File: src/rtl/lsu_stage.sv
// Memory-access stage: one instruction in flight, issues one data-memory request, aligns/extends load data.
// Optional macro LSU_MISALIGN_CHECK_EN adds the lsu_misalign port and suppresses misaligned requests.
module lsu_stage #(
  parameter int ADDR_W = 32,
  parameter int DATA_W = 32
) (
  input  logic              clk,
  input  logic              rst,
  input  logic              in_valid,
  output logic              in_ready,
  input  logic [DATA_W-1:0] exu_data,
  input  logic [DATA_W-1:0] store_data,
  input  logic [4:0]        lsu_op,
  output logic              mem_req_valid,
  input  logic              mem_req_ready,
  output logic [ADDR_W-1:0] mem_addr,
  output logic              mem_wen,
  output logic [DATA_W-1:0] mem_wdata,
  output logic [3:0]        mem_wmask,
  input  logic              mem_resp_valid,
  input  logic [DATA_W-1:0] mem_rdata,
  output logic              out_valid,
  input  logic              out_ready,
  output logic [DATA_W-1:0] lsu_data
`ifdef LSU_MISALIGN_CHECK_EN
  ,
  output logic              lsu_misalign
`endif
);

  typedef enum logic [1:0] {S_IDLE, S_REQ, S_WAIT, S_DONE} state_t;

  state_t            state_q, state_d;
  logic [ADDR_W-1:0] addr_q, addr_d;
  logic [DATA_W-1:0] sd_q, sd_d;
  logic [DATA_W-1:0] data_q, data_d;
  logic [4:0]        op_q, op_d;
  logic              accept;
  logic              in_misalign;
  logic [7:0]        ld_byte;
  logic [15:0]       ld_half;
  logic [DATA_W-1:0] ld_val;

  // op fields: [4]=mem_en [3]=wen [2]=unsigned [1:0]=size
  assign accept = in_valid && (state_q == S_IDLE);

`ifdef LSU_MISALIGN_CHECK_EN
  logic misalign_q, misalign_d;
  assign in_misalign = lsu_op[4] &&
                       (((lsu_op[1:0] == 2'b01) && exu_data[0]) ||
                        (lsu_op[1] && (exu_data[1:0] != 2'b00)));
  assign lsu_misalign = misalign_q;
`else
  assign in_misalign = 1'b0;
`endif

  always_ff @(posedge clk) begin
    if (rst) begin
      state_q <= S_IDLE;
      addr_q  <= '0;
      sd_q    <= '0;
      data_q  <= '0;
      op_q    <= '0;
`ifdef LSU_MISALIGN_CHECK_EN
      misalign_q <= 1'b0;
`endif
    end else begin
      state_q <= state_d;
      addr_q  <= addr_d;
      sd_q    <= sd_d;
      data_q  <= data_d;
      op_q    <= op_d;
`ifdef LSU_MISALIGN_CHECK_EN
      misalign_q <= misalign_d;
`endif
    end
  end

  always_comb begin
    state_d = state_q;
    case (state_q)
      S_IDLE:  if (accept) state_d = (!lsu_op[4] || in_misalign) ? S_DONE : S_REQ;
      S_REQ:   if (mem_req_ready) state_d = op_q[3] ? S_DONE : S_WAIT;
      S_WAIT:  if (mem_resp_valid) state_d = S_DONE;
      S_DONE:  if (out_ready) state_d = S_IDLE;
      default: state_d = S_IDLE;
    endcase
  end

  always_comb begin
    case (addr_q[1:0])
      2'b00:   ld_byte = mem_rdata[7:0];
      2'b01:   ld_byte = mem_rdata[15:8];
      2'b10:   ld_byte = mem_rdata[23:16];
      default: ld_byte = mem_rdata[31:24];
    endcase
    ld_half = addr_q[1] ? mem_rdata[31:16] : mem_rdata[15:0];
    case (op_q[1:0])
      2'b00:   ld_val = {{24{ld_byte[7] & ~op_q[2]}}, ld_byte};
      2'b01:   ld_val = {{16{ld_half[15] & ~op_q[2]}}, ld_half};
      default: ld_val = mem_rdata;
    endcase
  end

  // Memory ops start with a zero result so stores and suppressed accesses report 0.
  always_comb begin
    addr_d = addr_q;
    sd_d   = sd_q;
    op_d   = op_q;
    data_d = data_q;
`ifdef LSU_MISALIGN_CHECK_EN
    misalign_d = misalign_q;
    if (state_q == S_DONE && out_ready) misalign_d = 1'b0;
    if (accept) misalign_d = in_misalign;
`endif
    if (accept) begin
      addr_d = exu_data[ADDR_W-1:0];
      sd_d   = store_data;
      op_d   = lsu_op;
      data_d = lsu_op[4] ? '0 : exu_data;
    end
    if (state_q == S_WAIT && mem_resp_valid) data_d = ld_val;
  end

  always_comb begin
    in_ready      = (state_q == S_IDLE);
    mem_req_valid = (state_q == S_REQ);
    out_valid     = (state_q == S_DONE);
    mem_addr      = {addr_q[ADDR_W-1:2], 2'b00};
    mem_wen       = op_q[4] & op_q[3];
    lsu_data      = data_q;
    case (op_q[1:0])
      2'b00: begin
        mem_wdata = {4{sd_q[7:0]}};
        mem_wmask = 4'b0001 << addr_q[1:0];
      end
      2'b01: begin
        mem_wdata = {2{sd_q[15:0]}};
        mem_wmask = addr_q[1] ? 4'b1100 : 4'b0011;
      end
      default: begin
        mem_wdata = sd_q;
        mem_wmask = 4'b1111;
      end
    endcase
    if (!mem_wen) mem_wmask = 4'b0000;
  end

endmodule

File: config.mk
export PLATFORM = sky130hd
export DESIGN_NAME = lsu_stage
export DESIGN_NICKNAME = d
export VERILOG_FILES = /design/src/rtl/lsu_stage.sv
export SDC_FILE = /design/constraint.sdc
export NUM_CORES = 1
export LEC_CHECK = 0
export CORE_MARGIN = 4
export CORE_UTILIZATION = 30
export DETAILED_ROUTE_END_ITERATION = 16
export MAX_ROUTING_LAYER = met4
export SLEW_MARGIN = 30
export SYNTH_ARGS = -nofsm -noshare
export SYNTH_HDL_FRONTEND = slang
export SYNTH_SLANG_ARGS = --single-unit
export TNS_END_PERCENT = 20
File: constraint.sdc
create_clock -name clk -period 2.2 [get_ports clk]
set_input_delay 0.22 -clock clk [delete_from_list [all_inputs] [get_ports clk]]
set_output_delay 0.22 -clock clk [all_outputs]
set_load 0.005 [all_outputs]
==> results.json, run 1 <==
{
  "power_per_cell_area_mw_per_mm2": 924,
  "yosys_warnings": 0,
  "yosysSeqAreaShare_pct": 38.8,
  "finalCritPeriodShare_pct": 95.1,
  "leakagePower_nw": 2.72,
  "worstSetupStartpointType": "flop",
  "critPathRequiredTime_ns": 1.98,
  "dr_wl_met3_mm": 1.47,
  "slew_headroom_pct": 59.8,
  "place_hpwl_mm": 13.6,
  "nets": 928,
  "maxClockFrequency_mhz": 478,
  "worstPathArrival_ns": 1.87,
  "ys_types": 38,
  "placed_area_mm2": 0.00738,
  "status": "completed",
  "min_period_ns": 2.09,
  "tightestPinTransition_ns": 0.603,
  "clk_path_buf_depth": 2,
  "ant_nets": 0,
  "regArea_mm2": 0.00206,
  "cts_max_level": 3,
  "switching_share_pct": 35.0,
  "min_path_type": "input pin to flop",
  "cts.clk_slew.worst_paths_ns": 0.07,
  "holdWs_ns": 0.353,
  "finalSetupViolations": 0,
  "dr_wl_met2_mm": 8.31,
  "critPathKind": "flop to output pin",
  "reg2reg_setup_slack_ns": 0.32,
  "avgSynthCellArea_um2": 7.91,
  "p_seq_share_pct": 34.8,
  "internal_power_mw": 4.61,
  "post-route-drc-count": 0,
  "total_power_mw": 7.09,
  "numCtsBuffers": 9,
  "skew_ns": 0.00894,
  "mappedNetlistArea_mm2": 0.00531,
  "fin_cells": 1047,
  "track_usage_pct": 18.7,
  "grt_pass1_wl_mm": 28.6,
  "postCtsHoldBufs": 0,
  "syn_to_final_growth_pct": 44.5,
  "portBuffers": 208,
  "p_comb_share_pct": 42.8,
  "ir_drop_mv": 0.399,
  "rsz0062_at_grt": "false",
  "crit_fanout": 24,
  "globalRouteOverflowTotal": 0,
  "wl_per_cell_um": 17.6,
  "synth_cells": 671,
  "design_area_mm2": 0.00767,
  "drv_cap": 0,
  "wl_mm": 18.4,
  "clk_latency_ns": 0.35,
  "root_buffer": "clkbuf_16",
  "drtIter0Drc": 284,
  "setup_slack_ns": 0.107,
  "cts_tree": "yes",
  "die_w_um": 141,
  "grt_start_max_net_pins": 50,
  "cts_num_sinks": 103,
  "antenna_cells": 0,
  "via_per_inst": 4.87,
  "dieArea_mm2": 0.0199,
  "nFillCells": 1742,
  "fp-row-count": 48,
  "met1Wirelength_mm": 8.38,
  "hold_viol_final": 0,
  "via_count": 5095,
  "place_inst": 1031,
  "multi_input_area_mm2": 0.00269,
  "drive_gt1_share_pct": 9.25,
  "drv_slew": 0,
  "core_area_mm2": 0.0173,
  "power.share.clock_pct": 22.4,
  "highest_layer": "met4",
  "place_congestion": 0.852,
  "switching_power_mw": 2.48,
  "fin_util_pct": 44.4,
  "antenna_found_initial": 0,
  "pin_count": 211,
  "die_y_um": 141,
  "ys_ff_latch": 103,
  "endpoint_kind": "output pin",
  "setup_tns_ns": 0,
  "preCtsSetupSlack_ns": 0.297,
  "start_util_pct": 30.7,
  "drtPass1Iterations": 5,
  "grt_pass1_vias": 5155
}
-- worst max-delay path: stages (launching register included) --
cell	delay [ns]
dfxtp_2	0.37
buf_4	0.29
mux2_2	0.39
clkdlybuf4s50_1	0.46
-- power groups by stage --
| stage | Combinational [mW] | Sequential [mW] | Clock (mW) |
|---|---|---|---|
| detailed placement | 3.05 | 2.51 | 0 |
| floorplan | 1.76 | 2.45 | 0 |
| global route | 3.34 | 2.53 | 1.71 |
| CTS | 3.07 | 2.47 | 1.63 |
| global placement | 3.05 | 2.50 | 0 |
| finish | 3.04 | 2.47 | 1.59 |
-- what timing repair did --
item	in CTS	in global routing
setup endpoints to repair	8	2
setup buffers	0	0
gates resized for setup	1	2
-- layout by cell type, fill, tap and decap left out, types with 5 or more instances in the layout --
cell type,n
clkbuf_16,9
o21ai_0,16
a221oi_2,10
buf_4,16
o21a_1,8
inv_1,7
buf_12,6
nor3b_1,25
dfxtp_1,101
nand2_1,178
nand2b_1,5
mux2i_1,16
nor2_1,9
mux2_2,17
nand3b_1,7
a22oi_1,7
clkdlybuf4s50_1,207
a31oi_1,7
a221oi_1,16
a21oi_1,112
nand3_1,7
-- layout make-up --
cell class / instances / share of cell area [%]
multi-input cells: 465 / 35.0
repair buffers: 230 / 30.3
flip-flops and latches: 103 / 26.9
well taps: 225 / 3.67
clock buffers: 12 / 3.34
clock inverters: 4 / 0.391
inverters: 8 / 0.391
-- worst paths after layout --
check	startpoint	end	cells after the start
min reg2reg	addr_q[21]	addr_q[21]	2
min	rst	addr_q[24]	2
max	op_q[1]	mem_wdata[23]	3
max reg2reg	state_q[0]	lsu_data[28]	7
-- kinds of logic after synthesis --
logic type	synth area share [%]
AOI/OAI and AO/OA	21.9
DFF	38.8
muxes	7.47
other	0.0706
buffers and inverters	10.9
adders and majority gates	0.943
and+or+nand+nor	19.9
-- synth_stat cells (all sizes together) --
cell	count	area (um^2)
nand2	180	676
a21oi	114	593
dfxtp	103	2060
buf	57	403
clkbuf	39	146
a221oi	26	290
nor3b	25	188
mux2	20	236
mux2i	16	160
o21ai	16	80.1
nor2	10	40.0
o21a	8	60.1
a22oi	7	52.6
a31oi	7	43.8
inv	7	26.3
nand3	7	35.0
nand3b	7	52.6
nand2b	5	31.3
ha	4	50.1
and3	2	12.5
nor3	2	10.0
a2111oi	1	8.76
a211oi	1	7.51
a21o	1	7.51
and2	1	6.26
clkinv	1	3.75
conb	1	3.75
nor2b	1	6.26
o2111ai	1	8.76
o2bb2ai	1	8.76
-- flip-flops by register name (all words and copies together) (netlist names) --
| register | cells |
|---|---|
| addr_q | 32 |
| lsu_data | 32 |
| op_q | 5 |
| sd_q | 32 |
| state_q | 2 |
-- layer usage --
layer	vias to the layer above	GRT usage, %
met5	-	-
met4	0	4.95
met3	16	4.82
met2	203	28.7
met1	2319	24.5
li1	2557	-
No activity file was read; power rests on OpenSTA's default activity.
==> run 2: changes to the inputs <==
Settings changed: CORE_ASPECT_RATIO set to 0.75.
==> results.json, run 2 (synthesized netlist as in run 1, its figures left out) <==
{
  "status": "completed",
  "worstSetupStartpointType": "flop",
  "leakagePower_nw": 2.75,
  "layout_common_cells": "207 x clkdlybuf4s50_1, 178 x nand2_1, 112 x a21oi_1, 101 x dfxtp_1, 25 x nor3b_1",
  "finalSetupViolations": 0,
  "setup_tns_ns": 0,
  "total_power_mw": 7.40,
  "grt_pass1_vias": 4944,
  "pin_count": 211,
  "r2r_cells": 6,
  "critPathKind": "flop to output pin",
  "maxClockFrequency_mhz": 477,
  "path_cells": "buf_4 -> mux2i_1 -> o21ai_0 -> clkdlybuf4s50_1",
  "drive_gt1_share_pct": 9.59,
  "cts_max_level": 3,
  "worstPathArrival_ns": 1.87,
  "track_usage_pct": 18.7,
  "globalRouteOverflowTotal": 0,
  "hold_path_depth": 2,
  "cts_num_sinks": 103,
  "post-route-drc-count": 0,
  "numCtsBuffers": 9,
  "critical-path-max-stage-delay_ns": 0.47,
  "reg2reg_setup_slack_ns": 0.32,
  "cts.clk_slew.worst_paths_ns": 0.08,
  "wl_mm": 18.7,
  "min_path_type": "input pin to flop",
  "r2r_start": "state_q[0]",
  "post_cts_resized": 2,
  "power_per_cell_area_mw_per_mm2": 956,
  "rsz0062_at_grt": "false",
  "ir_drop_mv": 0.444,
  "min_period_ns": 2.09,
  "antenna_found_initial": 0,
  "wl_per_cell_um": 17.6,
  "final_common_cell": "clkdlybuf4s50_1",
  "ant_nets": 0,
  "antenna_cells": 0,
  "setup_slack_ns": 0.105,
  "endpoint_kind": "output pin",
  "place_hpwl_mm": 14.0,
  "via_count": 5173,
  "worstHoldStart": "rst",
  "nets": 930,
  "critPathRequiredTime_ns": 1.98,
  "reg2reg_to": "addr_q[19]",
  "slowest_stage": "clkdlybuf4s50_1",
  "root_buffer": "clkbuf_16",
  "drtPass1Iterations": 5,
  "drtIter0Drc": 382,
  "syn_to_final_growth_pct": 45.7,
  "preCtsSetupSlack_ns": 0.325,
  "portBuffers": 208,
  "crit_fanout": 9,
  "die_y_um": 123,
  "via_per_inst": 4.88,
  "cts_setup_buffers": 0,
  "finalCritPeriodShare_pct": 95.2,
  "start_util_pct": 31.1,
  "drv_slew": 0,
  "whs_endpoint": "addr_q[10]",
  "fin_util_pct": 45.3,
  "clk_latency_ns": 0.35,
  "hold_viol_final": 0,
  "dieArea_mm2": 0.0199,
  "fp-row-count": 41,
  "die_w_um": 162,
  "grt_start_max_net_pins": 52,
  "clk_path_buf_depth": 2,
  "skew_ns": 0.00841,
  "cts_tree": "yes",
  "postCtsHoldBufs": 0,
  "core_area_mm2": 0.0171,
  "drv_cap": 0,
  "grt_pass1_wl_mm": 28.3,
  "place_congestion": 0.861
}
-- run 2: worst max-delay path by stage --
stage,start,endpoint,slack [ns],cells past startpoint
3_5_place_dp,state_q[0],addr_q[19],0.33,6
3_3_place_gp,mem_rdata[23],lsu_data[12],0.36,5
4_1_cts,op_q[1],mem_wmask[3],0.04,4
2_1_floorplan,state_q[0],lsu_data[27],0.52,7
6_report,op_q[0],mem_wdata[26],0.11,4
5_1_grt,op_q[0],mem_wmask[1],0.003,6
-- run 2: layout make-up --
| class | instances | area (um^2) |
|---|---|---|
| multi-input combinational | 465 | 2690 |
| clock inverter | 7 | 119 |
| inverter | 8 | 30.0 |
| timing repair buffer | 232 | 2310 |
| sequential | 103 | 2060 |
| clock buffer | 9 | 225 |
| fill | 1685 | 9350 |
| tap | 236 | 295 |
-- run 2: metal layers --
metal  vias up  part of all wire, %  GRT usage (%)
met1      2436                   49           27.2
met4         0                  1.7           4.28
met3        18                  5.7           3.90
met5         -                    0              -
met2       163                   43           26.7
li1       2556                    -              -
-- run 2: power breakdown --
group	leakage [nW]	total (mW)	switching [mW]	internal (mW)
logic	1.74	3.04	1.50	1.54
registers	0.845	2.49	0.253	2.23
clock network	0.162	1.87	0.757	1.12
-- run 2: stage by stage --
stage | cells | hold WS [ns] | area (um^2)
after floorplan | 672 | 0.356 | 5310
after global placement | 1044 | 0.442 | 7380
after detailed placement | 1044 | 0.446 | 7380
after CTS | 1060 | 0.307 | 7730
after global routing | 1060 | 0.331 | 7740
final | 1060 | 0.321 | 7740
-- run 2: critical path, delay by kind of cell, from the launching register on --
kind	cells	cell delay (ns)
buf+inv	2	0.71
flops	1	0.43
mux	1	0.27
compound gates	1	0.11
